`config.mk`:
```
export PLATFORM = sky130hd
export DESIGN_NAME = icache_responder
export DESIGN_NICKNAME = d
export VERILOG_FILES = /design/src/rtl/icache_responder.sv
export SDC_FILE = /design/constraint.sdc
export NUM_CORES = 2
export LEC_CHECK = 0
export ABC_CLOCK_PERIOD_IN_PS = 7660
export BUFFER_PORTS_ARGS = -buffer_cell sky130_fd_sc_hd__buf_2
export CAP_MARGIN = 10
export CELL_PAD_IN_SITES_DETAIL_PLACEMENT = 1
export CELL_PAD_IN_SITES_GLOBAL_PLACEMENT = 2
export CORE_ASPECT_RATIO = 0.75
export CORE_UTILIZATION = 45
export DETAILED_ROUTE_END_ITERATION = 10
export GPL_ROUTABILITY_DRIVEN = 1
export PLACE_DENSITY = 0.79
export RECOVER_POWER = 50
export SYNTH_ARGS = -nofsm -noshare
export SYNTH_HDL_FRONTEND = slang
export SYNTH_SLANG_ARGS = --single-unit
export TNS_END_PERCENT = 1
```
`constraint.sdc`:
```
create_clock -name i_clk -period 7.66 [get_ports i_clk]
set_clock_uncertainty 0.15 [all_clocks]
set_input_delay 1.532 -clock i_clk [delete_from_list [all_inputs] [get_ports i_clk]]
set_output_delay 1.532 -clock i_clk [all_outputs]
set_load 0.03 [all_outputs]
```
`src/rtl/icache_responder.sv`:
```
// -----------------------------------------------------------------------------
// icache_responder
//
// Direct-mapped, read-only instruction cache sitting on the fetch interface.
// Hits are answered combinationally in the same cycle. On a miss the fetch
// stage is stalled while a whole line is refilled from memory over a
// valid/ready request followed by an ascending-order beat stream.
//
// Ports:
//   i_clk, i_arst        clock, synchronous active-high reset
//   i_req_valid          fetch presents a lookup this cycle
//   i_req_addr           fetch PC (bits [1:0] ignored)
//   o_instruction        instruction word, meaningful when o_hit=1 (0 otherwise)
//   o_hit                combinational lookup hit (only ever high in IDLE)
//   o_stall              fetch must hold its PC and not capture o_instruction
//   o_mem_req_valid      line refill request
//   o_mem_req_addr       line-aligned refill address
//   i_mem_req_ready      memory accepts the refill request
//   i_mem_data_valid     one refill beat present
//   i_mem_data           refill beat data, word 0 first
//
// Optional feature, macro ICACHE_STATS_EN:
//   o_hit_count, o_miss_count  32-bit saturating hit/miss counters.
// -----------------------------------------------------------------------------
module icache_responder #(
    parameter int ADDR_WIDTH     = 64,
    parameter int INSTR_WIDTH    = 32,
    parameter int SETS           = 16,
    parameter int WORDS_PER_LINE = 4
) (
    input  logic                   i_clk,
    input  logic                   i_arst,
    input  logic                   i_req_valid,
    input  logic [ADDR_WIDTH-1:0]  i_req_addr,
    output logic [INSTR_WIDTH-1:0] o_instruction,
    output logic                   o_hit,
    output logic                   o_stall,
    output logic                   o_mem_req_valid,
    output logic [ADDR_WIDTH-1:0]  o_mem_req_addr,
    input  logic                   i_mem_req_ready,
    input  logic                   i_mem_data_valid,
    input  logic [INSTR_WIDTH-1:0] i_mem_data
`ifdef ICACHE_STATS_EN
    ,
    output logic [31:0]            o_hit_count,
    output logic [31:0]            o_miss_count
`endif
);

    localparam int OFFSET_W = $clog2(WORDS_PER_LINE * 4);
    localparam int INDEX_W  = $clog2(SETS);
    localparam int TAG_W    = ADDR_WIDTH - OFFSET_W - INDEX_W;
    localparam int WORD_W   = $clog2(WORDS_PER_LINE);

    typedef enum logic [1:0] {
        IDLE,
        REQ,
        REFILL,
        UPDATE
    } state_t;

    state_t state_q, state_d;

    logic [SETS-1:0]        valid_q;
    logic [TAG_W-1:0]       tag_mem  [SETS];
    logic [INSTR_WIDTH-1:0] data_mem [SETS][WORDS_PER_LINE];

    logic [ADDR_WIDTH-1:0]  miss_addr_q;
    logic [WORD_W-1:0]      cnt_q;

    // Lookup fields of the incoming PC
    logic [INDEX_W-1:0] req_idx;
    logic [TAG_W-1:0]   req_tag;
    logic [WORD_W-1:0]  req_word;
    logic               lookup_hit;

    // Line being refilled
    logic [INDEX_W-1:0] miss_idx;
    logic [TAG_W-1:0]   miss_tag;

    // Byte-offset bits within a word never select anything
    logic unused_addr_bits;

    assign req_idx          = i_req_addr[OFFSET_W +: INDEX_W];
    assign req_tag          = i_req_addr[ADDR_WIDTH-1 -: TAG_W];
    assign req_word         = i_req_addr[2 +: WORD_W];
    assign miss_idx         = miss_addr_q[OFFSET_W +: INDEX_W];
    assign miss_tag         = miss_addr_q[ADDR_WIDTH-1 -: TAG_W];
    assign unused_addr_bits = ^i_req_addr[1:0];

    assign lookup_hit = i_req_valid && valid_q[req_idx] && (tag_mem[req_idx] == req_tag);

    // The address register is held (not cleared) outside REQ so the request
    // address stays stable for the whole handshake.
    assign o_mem_req_addr = miss_addr_q;

    // -------------------------------------------------------------------------
    // Next-state and output decode
    // -------------------------------------------------------------------------
    always_comb begin
        state_d         = state_q;
        o_hit           = 1'b0;
        o_stall         = 1'b1;
        o_mem_req_valid = 1'b0;
        o_instruction   = '0;

        case (state_q)
            IDLE: begin
                o_stall = 1'b0;
                if (lookup_hit) begin
                    o_hit         = 1'b1;
                    o_instruction = data_mem[req_idx][req_word];
                end else if (i_req_valid) begin
                    o_stall = 1'b1;
                    state_d = REQ;
                end
            end
            REQ: begin
                o_mem_req_valid = 1'b1;
                if (i_mem_req_ready) begin
                    state_d = REFILL;
                end
            end
            REFILL: begin
                if (i_mem_data_valid && (cnt_q == WORD_W'(WORDS_PER_LINE - 1))) begin
                    state_d = UPDATE;
                end
            end
            UPDATE: begin
                state_d = IDLE;
            end
            default: begin
                state_d = IDLE;
            end
        endcase
    end

    // -------------------------------------------------------------------------
    // Control state: FSM, valid bits, miss address, beat counter
    // -------------------------------------------------------------------------
    always_ff @(posedge i_clk) begin
        if (i_arst) begin
            state_q     <= IDLE;
            valid_q     <= '0;
            miss_addr_q <= '0;
            cnt_q       <= '0;
        end else begin
            state_q <= state_d;

            if ((state_q == IDLE) && (state_d == REQ)) begin
                miss_addr_q <= {i_req_addr[ADDR_WIDTH-1:OFFSET_W], {OFFSET_W{1'b0}}};
            end

            if ((state_q == REQ) && i_mem_req_ready) begin
                cnt_q <= '0;
            end else if ((state_q == REFILL) && i_mem_data_valid) begin
                cnt_q <= cnt_q + 1'b1;
            end

            // Valid is only raised once every word of the line has landed
            if (state_q == UPDATE) begin
                valid_q[miss_idx] <= 1'b1;
            end
        end
    end

    // -------------------------------------------------------------------------
    // Tag and data arrays (no reset; guarded by valid_q)
    // -------------------------------------------------------------------------
    always_ff @(posedge i_clk) begin
        if ((state_q == REFILL) && i_mem_data_valid) begin
            data_mem[miss_idx][cnt_q] <= i_mem_data;
        end
        if (state_q == UPDATE) begin
            tag_mem[miss_idx] <= miss_tag;
        end
    end

`ifdef ICACHE_STATS_EN
    // -------------------------------------------------------------------------
    // Saturating hit / miss counters
    // -------------------------------------------------------------------------
    logic [31:0] hit_count_q;
    logic [31:0] miss_count_q;

    always_ff @(posedge i_clk) begin
        if (i_arst) begin
            hit_count_q  <= '0;
            miss_count_q <= '0;
        end else begin
            if (o_hit && (hit_count_q != 32'hFFFF_FFFF)) begin
                hit_count_q <= hit_count_q + 32'd1;
            end
            if ((state_q == IDLE) && (state_d == REQ) && (miss_count_q != 32'hFFFF_FFFF)) begin
                miss_count_q <= miss_count_q + 32'd1;
            end
        end
    end

    assign o_hit_count  = hit_count_q;
    assign o_miss_count = miss_count_q;
`endif

endmodule

```
==> metrics.csv <==
stage,metric,value,unit
logic_synthesis,Syn Std Cell Area,119000,um2
worst_setup_path,flop-to-flop setup slack,2720,ps
worst_setup_path,crit-path leading delay family,simple AND/OR/NAND/NOR gates,
clocking,setup bufs post-CTS,0,
cells_and_area,Finished Core Util,51.5,%
worst_setup_path,R2R cell count,5,
worst_setup_path,Crit path required time,5980,ps
global_routing,first-pass GRT wire length,465,mm
worst_setup_path,Max Fanout on Critical Path,57,
timing,f_max,0.133,GHz
drt,Final ANT Viol Nets,0,
min_path,hold path depth,2,
worst_setup_path,RR Startpoint,o_mem_req_addr[5],
min_path,Min-Delay Path Class,flip-flop to flip-flop,
timing,# setup viols final,0,
logic_synthesis,Syn Area/Cell,22.1,um2
drt,Routed WL,334,mm
clocking,CTS Sinks,3024,
pwr,Worst VDD drop,0.210,mV
logic_synthesis,Seq cells post-synth,3024,
clocking,clk slew on worst S/H paths,60,ps
timing,Final Critical Period,7510,ps
timing,max-slew violation count,2345,
global_routing,vias in the first global route,60600,
drt,Top Metal Used,met5,
floorplanning,I/O Pins,200,
placed_design,IO Port Bufs,193,
logic_synthesis,top_reg_cell synth,edfxtp_1,
worst_setup_path,reg2reg end,tag_mem[6][10],
global_routing,antenna violations before repair,31,
worst_setup_path,critical path class,primary input to output port,
drt,drt drc,0,
timing,final setup TNS,0,ps
worst_setup_path,CP cell instances,"buf_8, buf_12, nand2b_1, o22ai_1, nor4_1, a31o_2, a2111oi_0, nand4_1, nor4_2, nand4b_1, buf_4, nor2b_1, buf_2",
clocking,clock buffer count from CTS,304,
cells_and_area,footprint of the multi-input gates,27500,um2
logic_synthesis,sequential area share after synthesis,75.8,%
cells_and_area,finished layout cell area,135000,um2
drt,Via density,6.27,
timing,Rel. slew slack,-147,%
logic_synthesis,Post-synth EDFFs,2944,
clocking,Clock Tree Root,clkbuf_16,
cells_and_area,fillcell total,22900,
drt,Via Count,59500,
global_routing,GRT Residual Overflow,0,
drt,met2 wire length,153,mm
global_routing,Tot GR Track Use,24.8,%
worst_setup_path,Worst Path Arrival,5820,ps
global_routing,largest net degree at the start of global routing,154,
outcome,status,"finished, violations left",
worst_setup_path,CP startpoint kind,primary input,
clocking,clock latency on the worst-skew pair,870,ps
timing,Slew @ Worst Pin,3700,ps
clocking,post-cts resize count,0,
placed_design,gpl congestion,0.881,
worst_setup_path,peak per-stage delay on the critical path,530,ps
worst_setup_path,Worst Setup End Kind,output port,
placed_design,detailed placement HPWL,187,mm
drt,DRT Pass-1 Iters,5,
logic_synthesis,Cells after Synth,5379,
cells_and_area,FF/Latch Area,90000,um2
placed_design,Area after DPL,125000,um2
min_path,hold_sp,valid_q[4],
logic_synthesis,YS warnings,0,
cells_and_area,nets@finish,5896,
outcome,failing checks,"max-capacitance violations, max-slew violations",
min_path,Worst Hold Endpoint,valid_q[4],
floorplanning,die height,447,um
cells_and_area,share of cells above drive strength 1,29.5,%
pwr,leakage power total,0.0423,uW
clocking,CTS tree,built,
drt,Initial DRC Count,7564,
floorplanning,die area,266000,um2
floorplanning,Core ar.,261000,um2
clocking,# hold bufs at CTS,0,
drt,metal3 WL,32.5,mm
floorplanning,Chip Width,595,um
timing,Tcrit/Tclk final,98.0,%
worst_setup_path,CP bufs+invs,4,
floorplanning,row cnt,162,
timing,Final Hold Fails,0,
worst_setup_path,CP max-delay cell,nor4_2,
floorplanning,Starting Density,45.5,%
timing,hold slack,318,ps
drt,wl on met1,137,mm
cells_and_area,area grow syn2layout,13.4,%
run,Max-Cap Viols,46,
drt,drt wl/cell,35.2,um
logic_synthesis,Post-synth ARST share,0,%
timing,RSZ-0062 raised after global routing,no,
clocking,htree depth,5,
clocking,CTS Buffer Depth,4,
logic_synthesis,Yosys cell types,79,
pwr,Pwr per Cell Area,262,nW/um2
layout make-up:
cell class	instances	area share, %
sequential	3024	66.9
multi-input combinational	2015	20.4
clock buffer	365	5.97
tap	3444	3.20
timing repair buffer	433	2.18
clock inverter	179	1.25
inverter	13	0.0372
antenna	12	0.0223
tightest hold or removal path, stage by stage, from the launching register on:
cell     delay (ps)
dfxtp_1         320
nor2_1           50
nor2_1           70
cell families after synthesis:
kind of cell,share of synthesized area (%)
xor+xnor,0.384
mux,17.6
simple gates,2.88
flops,75.8
fa+ha+maj,0.0422
other cells,0.00316
buf+inv,1.55
compound gates,1.66
power by group:
group          switching [uW]  total [uW]  internal (uW)
logic                    1310        2030            725
clock network            6330       14700           8400
registers                 212       18600          18300
total                    7840       35300          27500
state kept, by name, indices dropped and copies added (netlist names):
| name | count |
|---|---|
| cnt_q | 2 |
| valid_q | 16 |
| o_mem_req_addr | 60 |
| tag_mem | 896 |
| state_q | 2 |
| data_mem | 2048 |
layout by cell type (no fill, tap or decap), types with 60 or more instances in the layout:
master     Yosys  routed
clkinv_1       0      60
buf_4         21     173
or4_1         62      62
nor2_1       155      75
dfxtp_1       80      80
nor2_4         0      80
o21ai_0       73      73
a32oi_1       60      60
nand2_1      123     121
buf_2        104     177
edfxtp_1    2944    2944
clkbuf_16      0     310
mux4_2       831     831
clkbuf_1     147     102
nand3_1       83      83
mux2i_1      173     173
cell usage after synthesis (all sizes together), types with 3 or more instances:
library cell / n / area (um2)
o31ai: 3 / 22.5
nor3: 26 / 130
or2: 4 / 25.0
and2: 4 / 25.0
a221oi: 15 / 144
a211oi: 4 / 30.0
edfxtp: 2944 / 88400
a22oi: 22 / 165
nor2: 155 / 582
nand2b: 13 / 81.3
a22o: 12 / 105
xnor2: 33 / 289
nand3: 83 / 415
and3: 7 / 43.8
o221ai: 4 / 41.3
nand3b: 6 / 45.0
a211o: 4 / 35.0
nand4: 16 / 106
or4: 62 / 465
buf: 183 / 1240
xor2: 19 / 166
mux4: 835 / 18800
o211ai: 3 / 22.5
a31oi: 6 / 37.5
and4: 3 / 26.3
a21oi: 13 / 65.1
mux2: 32 / 364
nand2: 123 / 462
a32oi: 60 / 526
o21ai: 78 / 390
a31o: 3 / 26.3
dfxtp: 80 / 1600
or3: 4 / 25.0
a2111oi: 8 / 88.8
nand4b: 5 / 43.8
inv: 13 / 48.8
nor2b: 49 / 307
nor3b: 58 / 435
ha: 4 / 50.1
nor4: 13 / 87.6
mux2i: 173 / 1730
clkbuf: 147 / 552
nor4b: 5 / 43.8
o22ai: 23 / 144
how the worst max path moves through the flow:
| stage | start | slack, ps | cells after the start | endpoint |
|---|---|---|---|---|
| 2_1_floorplan | i_req_addr[4] | 1200 | 12 | o_instruction[0] |
| 3_3_place_gp | i_req_addr[5] | 250 | 14 | o_instruction[24] |
| 6_report | i_req_addr[5] | 150 | 13 | o_instruction[3] |
| 4_1_cts | i_req_addr[6] | 180 | 15 | o_instruction[3] |
| 5_1_grt | i_req_addr[5] | 40 | 13 | o_instruction[5] |
| 3_5_place_dp | i_req_addr[6] | 190 | 15 | o_instruction[3] |
per-stage QoR:
step                setup WS, ps  total power, uW  cells
floorplan                   1200            19900   5382
global placement             255            20800   8920
detailed placement           192            20900   8920
CTS                          176            35500   9464
global route                36.2            36100   9478
finish                       154            35300   9485
metal layers:
layer / vias to the layer above / GRT usage (%)
li1: 23700 / -
met1: 32400 / 35.8
met2: 2933 / 37.9
met3: 529 / 5.63
met4: 10 / 7.74
met5: - / 0
Power figures use the tool's default switching activity.
